--- config.mk ---
export PLATFORM = sky130hd
export DESIGN_NAME = qam16_tx_ctrl_flat
export DESIGN_NICKNAME = d
export VERILOG_FILES = /design/src/rtl/qam16_tx_ctrl_pkg.sv /design/src/rtl/qam16_tx_ctrl_if.sv /design/src/rtl/qam16_tx_ctrl_sym_timer.sv /design/src/rtl/qam16_tx_ctrl.sv /design/src/flat_wrapper.sv
export SDC_FILE = /design/constraint.sdc
export NUM_CORES = 1
export LEC_CHECK = 0
export BUFFER_PORTS_ARGS = -buffer_cell sky130_fd_sc_hd__buf_4
export CORE_ASPECT_RATIO = 1.1
export CORE_MARGIN = 1
export CORE_UTILIZATION = 25
export CTS_CLUSTER_DIAMETER = 120
export CTS_CLUSTER_SIZE = 14
export DETAILED_ROUTE_END_ITERATION = 8
export PLACE_DENSITY = 0.45
export SYNTH_ARGS = -nofsm -noshare
export SYNTH_HDL_FRONTEND = slang
export SYNTH_SLANG_ARGS = --single-unit
--- constraint.sdc ---
create_clock -name clk -period 2.3 [get_ports clk]
set_clock_uncertainty 0.1 [all_clocks]
set_input_delay 0 -clock clk [delete_from_list [all_inputs] [get_ports clk]]
set_output_delay 0 -clock clk [all_outputs]
set_load 0.01 [all_outputs]
--- src/rtl/qam16_tx_ctrl_pkg.sv ---
// qam16_pkg: shared types and constants for the 16QAM framing controllers.
// Holds the controller state enum, the fixed symbol codes and I/Q extraction helpers.
package qam16_pkg;

   typedef enum logic [1:0] {
      IDLE,
      PREAMBLE,
      PAYLOAD,
      GAP
   } state_t;

   localparam logic [3:0] IDLE_SYM = 4'b0000;
   localparam logic [3:0] PRE_SYM0 = 4'b1001;
   localparam logic [3:0] PRE_SYM1 = 4'b0110;

   // I level is the signed pair {b3,b1}
   function automatic logic [1:0] sym_i(input logic [3:0] c);
      return {c[3], c[1]};
   endfunction

   // Q level is the signed pair {b2,b0}
   function automatic logic [1:0] sym_q(input logic [3:0] c);
      return {c[2], c[0]};
   endfunction

endpackage

--- src/rtl/qam16_tx_ctrl_if.sv ---
// qam16_tx_ctrl_if: payload byte handshake into the 16QAM transmit controller.
// Ports: in_data/in_valid from the source (master), in_ready from the controller (slave).
interface qam16_tx_ctrl_if;

   logic [7:0] in_data;
   logic       in_valid;
   logic       in_ready;

   modport master (
      output in_data,
      output in_valid,
      input  in_ready
   );

   modport slave (
      input  in_data,
      input  in_valid,
      output in_ready
   );

endinterface

--- src/rtl/qam16_tx_ctrl_sym_timer.sv ---
// qam16_sym_timer: free-running symbol period counter shared by tx and rx controllers.
// Ports: clk, reset (sync, high) in; boundary (last clock of symbol), sym_stb (registered) out.
module qam16_sym_timer #(
   parameter int SYM_PERIOD = 16
) (
   input  logic clk,
   input  logic reset,
   output logic boundary,
   output logic sym_stb
);

   localparam int CW = $clog2(SYM_PERIOD);

   logic [CW-1:0] cnt;

   assign boundary = (cnt == CW'(SYM_PERIOD - 1));

   always_ff @(posedge clk) begin
      if (reset) begin
         cnt     <= '0;
         sym_stb <= 1'b0;
      end else begin
         sym_stb <= boundary;
         cnt     <= boundary ? '0 : cnt + 1'b1;
      end
   end

endmodule

--- src/rtl/qam16_tx_ctrl.sv ---
// qam16_tx_ctrl: frames payload bytes into preamble/payload/gap symbol sequences.
// Ports: clk, reset, enable, src (byte handshake) in; code_out, I/Q levels, sym_stb, busy, frame_done, underrun out.
module qam16_tx_ctrl
   import qam16_pkg::*;
#(
   parameter int SYM_PERIOD  = 16,
   parameter int PRE_LEN     = 8,
   parameter int FRAME_BYTES = 32,
   parameter int GAP_LEN     = 4
) (
   input  logic       clk,
   input  logic       reset,
   input  logic       enable,
   qam16_tx_ctrl_if.slave src,
   output logic [3:0] code_out,
   output logic [1:0] signal_I,
   output logic [1:0] signal_Q,
   output logic       sym_stb,
   output logic       busy,
   output logic       frame_done,
   output logic       underrun
);

   localparam int PAY_LEN = 2 * FRAME_BYTES;
   localparam int M1      = (PRE_LEN > PAY_LEN) ? PRE_LEN : PAY_LEN;
   localparam int IDX_MAX = (M1 > GAP_LEN) ? M1 : GAP_LEN;
   localparam int IW      = $clog2(IDX_MAX + 1);

   state_t        state, state_n;
   logic [IW-1:0] idx, idx_n;
   logic [3:0]    code, code_n;
   logic [7:0]    hold, hold_n;
   logic          hold_full, full_n;
   logic [3:0]    lo, lo_n;
   logic          done_n, udr_n;
   logic          fetch;
   logic          accept;
   logic          boundary;

   qam16_sym_timer #(
      .SYM_PERIOD(SYM_PERIOD)
   ) u_timer (
      .clk      (clk),
      .reset    (reset),
      .boundary (boundary),
      .sym_stb  (sym_stb)
   );

   assign src.in_ready = ~hold_full;
   assign accept       = src.in_valid & ~hold_full;

   assign code_out = code;
   assign signal_I = sym_i(code);
   assign signal_Q = sym_q(code);
   assign busy     = (state != IDLE);

   always_ff @(posedge clk) begin
      if (reset) begin
         state      <= IDLE;
         idx        <= '0;
         code       <= IDLE_SYM;
         hold       <= '0;
         hold_full  <= 1'b0;
         lo         <= '0;
         frame_done <= 1'b0;
         underrun   <= 1'b0;
      end else begin
         state      <= state_n;
         idx        <= idx_n;
         code       <= code_n;
         hold       <= hold_n;
         hold_full  <= full_n;
         lo         <= lo_n;
         frame_done <= done_n;
         underrun   <= udr_n;
      end
   end

   always_comb begin
      state_n = state;
      idx_n   = idx;
      code_n  = code;
      hold_n  = hold;
      full_n  = hold_full;
      lo_n    = lo;
      done_n  = 1'b0;
      udr_n   = 1'b0;
      fetch   = 1'b0;

      // accept needs an empty register, a successful fetch a full one,
      // so the two updates below never collide
      if (accept) begin
         hold_n = src.in_data;
         full_n = 1'b1;
      end

      if (boundary) begin
         unique case (state)
            IDLE: begin
               code_n = IDLE_SYM;
               if (enable && hold_full) begin
                  state_n = PREAMBLE;
                  idx_n   = '0;
                  code_n  = PRE_SYM0;
               end
            end
            PREAMBLE: begin
               if (idx == IW'(PRE_LEN - 1)) begin
                  state_n = PAYLOAD;
                  idx_n   = '0;
                  fetch   = 1'b1;
               end else begin
                  idx_n  = idx + 1'b1;
                  code_n = idx[0] ? PRE_SYM0 : PRE_SYM1;
               end
            end
            PAYLOAD: begin
               if (idx == IW'(PAY_LEN - 1)) begin
                  state_n = GAP;
                  idx_n   = '0;
                  code_n  = IDLE_SYM;
                  done_n  = 1'b1;
               end else begin
                  idx_n = idx + 1'b1;
                  if (idx[0]) begin
                     fetch = 1'b1;
                  end else begin
                     code_n = lo;
                  end
               end
            end
            GAP: begin
               code_n = IDLE_SYM;
               // return to IDLE only; a new start waits for the next boundary
               if (idx == IW'(GAP_LEN - 1)) begin
                  state_n = IDLE;
                  idx_n   = '0;
               end else begin
                  idx_n = idx + 1'b1;
               end
            end
            default: begin
               state_n = IDLE;
               code_n  = IDLE_SYM;
            end
         endcase

         // high-nibble symbol: take the held byte or abort the frame
         if (fetch) begin
            if (hold_full) begin
               code_n = hold[7:4];
               lo_n   = hold[3:0];
               full_n = 1'b0;
            end else begin
               code_n  = IDLE_SYM;
               udr_n   = 1'b1;
               state_n = GAP;
               idx_n   = '0;
            end
         end
      end
   end

endmodule

--- src/flat_wrapper.sv ---
// flat-port wrapper written by rule: the top's interface ports become plain ports
module qam16_tx_ctrl_flat import qam16_pkg::*;
#(
   parameter int SYM_PERIOD  = 16,
   parameter int PRE_LEN     = 8,
   parameter int FRAME_BYTES = 32,
   parameter int GAP_LEN     = 4
)
  (clk, reset, enable, code_out, signal_I, signal_Q, sym_stb, busy, frame_done, underrun, src_in_data, src_in_valid, src_in_ready);
  qam16_tx_ctrl_if src_i ();
  input  logic clk;
  input  logic reset;
  input  logic enable;
  output logic [3:0] code_out;
  output logic [1:0] signal_I;
  output logic [1:0] signal_Q;
  output logic sym_stb;
  output logic busy;
  output logic frame_done;
  output logic underrun;
  input wire logic [$bits(src_i.in_data)-1:0] src_in_data;
  input wire logic [$bits(src_i.in_valid)-1:0] src_in_valid;
  output wire logic [$bits(src_i.in_ready)-1:0] src_in_ready;
  assign src_i.in_data = src_in_data;
  assign src_i.in_valid = src_in_valid;
  assign src_in_ready = src_i.in_ready;
  qam16_tx_ctrl #(.SYM_PERIOD(SYM_PERIOD), .PRE_LEN(PRE_LEN), .FRAME_BYTES(FRAME_BYTES), .GAP_LEN(GAP_LEN)) u_core (.clk(clk), .reset(reset), .enable(enable), .src(src_i), .code_out(code_out), .signal_I(signal_I), .signal_Q(signal_Q), .sym_stb(sym_stb), .busy(busy), .frame_done(frame_done), .underrun(underrun));
endmodule
==> reports/results.ini <==
[placed_design]
gp_congestion = 0.856
place_ws_ns = 0.146
place_area_um2 = 2010
hpwl_mm = 3.14
place_inst = 305
portBuffers = 24

[synth]
synth_flop_cell = dfxtp_1
async_flop_share_pct = 0
yosysMostFrequentCell = dfxtp_1
ys_ff_latch = 33
synthesis.nets = 216
synth_top_area_share_pct = 38.7
synth_area_um2 = 1710
ys_warn_count = 0
synthTopCellsByCount = dfxtp_1, nor2_1, nand2_1
postSynthCellCount = 197
synth_area_leaders = dfxtp_1, mux2i_1, ha_1
postSynthAreaPerCell_um2 = 8.68
yosys.area.top_type = dfxtp_1
synth-seq-area-share_pct = 38.7
synth_edf_count = 0
synth.distinct_cells = 45

[sta]
relSlewSlack_pct = 66.0
finalHoldViolCount = 0
rsz0062_at_grt = no
setup_violations = 0
fin_crit_ns = 2.17
tns_ns = 0
slew_violations = 0
hold_ws_ns = 0.00476
layout_setup_ws_ns = 0.131
tightestPinTransition_ns = 0.507
fmax_mhz = 461
min_period_over_period_pct = 94.3

[routing]
antenna_left = 0
routed_via_density = 4.70
drtPass1Iterations = 4
wire_per_inst_um = 13.2
finalWirelength_mm = 4.37
vias = 1556
drt_iter0_drc = 51
drc = 0

[cts]
clk_pin_slew_ns = 0.07
cts_tree = done
clock-sinks = 33
root_buffer = clkbuf_8
htree_levels = 2
clkLatencyLatePin_ns = 0.29
clockBufferDepth = 2
cts_buffers = 5

[pwr]
pwr_density_cell_nw_per_um2 = 515
p_leak_nw = 0.926
ir_drop_mv = 0.186
p_total_mw = 1.18

[floorplan]
fp.dieH_um = 88.7
initial_core_util_pct = 25.9
dieArea_um2 = 7170
core-area_um2 = 6590
dieWidth_um = 80.8
fp-row-count = 31
io_pins = 25

[critical_path]
end_kind = flip-flop
critical_path.max_fanout = 5
critPathRequiredTime_ns = 2.37
worstSetupPathType = flip-flop to flip-flop
cp.arrival_ns = 2.24
startpoint_type = flip-flop

[layout]
drive_gt1_share_pct = 21.7
multi_input_area_um2 = 928
finalNonFillerCells = 331
seqCellArea_um2 = 661
fin_nets = 267
area_growth_pct = 34.3
utilization_pct = 34.8
stdcell_area_um2 = 2300
nFillCells = 687
antenna_cells = 0

[global_route]
grt_pass1_vias = 1537
grt_pass1_wl_mm = 7.30
antenna_found_initial = 0
grt_use_total_pct = 13.5
grt_max_degree = 27
grt-ovfl-total = 0

[min_path]
min_path_type = input pin to flip-flop

[flow_run]
max_cap_violations = 0

[outcome]
status = completed

-- routing by layer --
| metal | track usage [%] | part of all wire [%] | vias to the layer above |
|---|---|---|---|
| li1 | - | - | 811 |
| met5 | 0 | 0 | - |
| met2 | 21.8 | 44 | 47 |
| met4 | 5.36 | 1.9 | 0 |
| met1 | 17.2 | 49 | 689 |
| met3 | 3.40 | 4.8 | 9 |
-- what timing repair did --
action,4_1_cts,5_1_grt
hold buffers,18,0
setup buffers,0,0
setup endpoints to repair,0,1
resized for setup,0,1
hold endpoints to repair,14,0
-- path summary, 6_finish.rpt --
kind,slack [ns],depth (start not counted),endpoint,start
max,0.13,6,u_core.lo[0]$_SDFFE_PP0P_,u_core.idx[1]$_SDFFE_PP0P_
min,0.005,3,u_core.state[0]$_SDFFE_PP0P_,enable
max reg2reg,0.13,6,u_core.lo[0]$_SDFFE_PP0P_,u_core.idx[1]$_SDFFE_PP0P_
min reg2reg,0.37,1,u_core.u_timer.cnt[0]$_SDFF_PP0_,u_core.u_timer.cnt[0]$_SDFF_PP0_
-- placed cells by master, fill, tap and decap left out, types with 2 or more instances in the layout --
cell type      instances
a211oi_1               6
a21o_1                 3
a21oi_1                6
a31oi_1                5
a41oi_1                2
and2_1                 2
and3_1                 2
buf_4                 39
clkbuf_8               7
dfxtp_1               33
dlygate4sd3_1         18
ha_1                   7
inv_1                  8
mux2i_1               12
nand2_1               16
nand3_1                5
nand3b_1               4
nand4_1                2
nor2_1                22
nor3_1                11
nor4_1                 4
o211ai_1               3
o21ai_0                7
o21bai_1               2
o22ai_1                3
xnor2_1                2
-- cells by family (layout without fill, tap and decap cells) --
kind of cell             Yosys count  after routing  synth area share, %
adder cells (fa/ha/maj)            7              7                 5.12
XOR/XNOR                           2              2                 1.03
AND/OR/NAND/NOR                   79             79                 23.6
buffers and inverters             21             73                 7.10
multiplexers                      12             12                 7.03
flip-flops                        33             33                 38.7
AO/OA/AOI/OAI                     43             43                 17.4
-- report_power, final --
group / total, mW / switching [mW] / internal [mW]
Combinational: 0.0982 / 0.0403 / 0.0579
Clock: 0.487 / 0.216 / 0.270
Sequential: 0.597 / 0.0106 / 0.586
-- critical path, cell delays in order (launching register included) --
cell,delay (ns)
dfxtp_1,0.35
ha_1,0.16
or4b_4,0.50
or2_4,0.29
a211oi_4,0.37
mux2i_1,0.23
nor2_1,0.05
-- state kept, by name, summed over array words and instances, names as in the netlist, 2 cells and up --
register and cells:
u_core.hold 8, u_core.idx 7, u_core.code_out 4, u_core.lo 4, u_core.u_timer.cnt 4, u_core.state 2
-- final cells by class --
class / instances / area share, %
multi-input cells: 143 / 40.4
flip-flops and latches: 33 / 28.8
repair buffers: 57 / 20.6
well taps: 82 / 4.47
clock buffers: 7 / 4.20
inverters: 8 / 1.31
clock inverters: 1 / 0.218
Power figures use the tool's default switching activity.
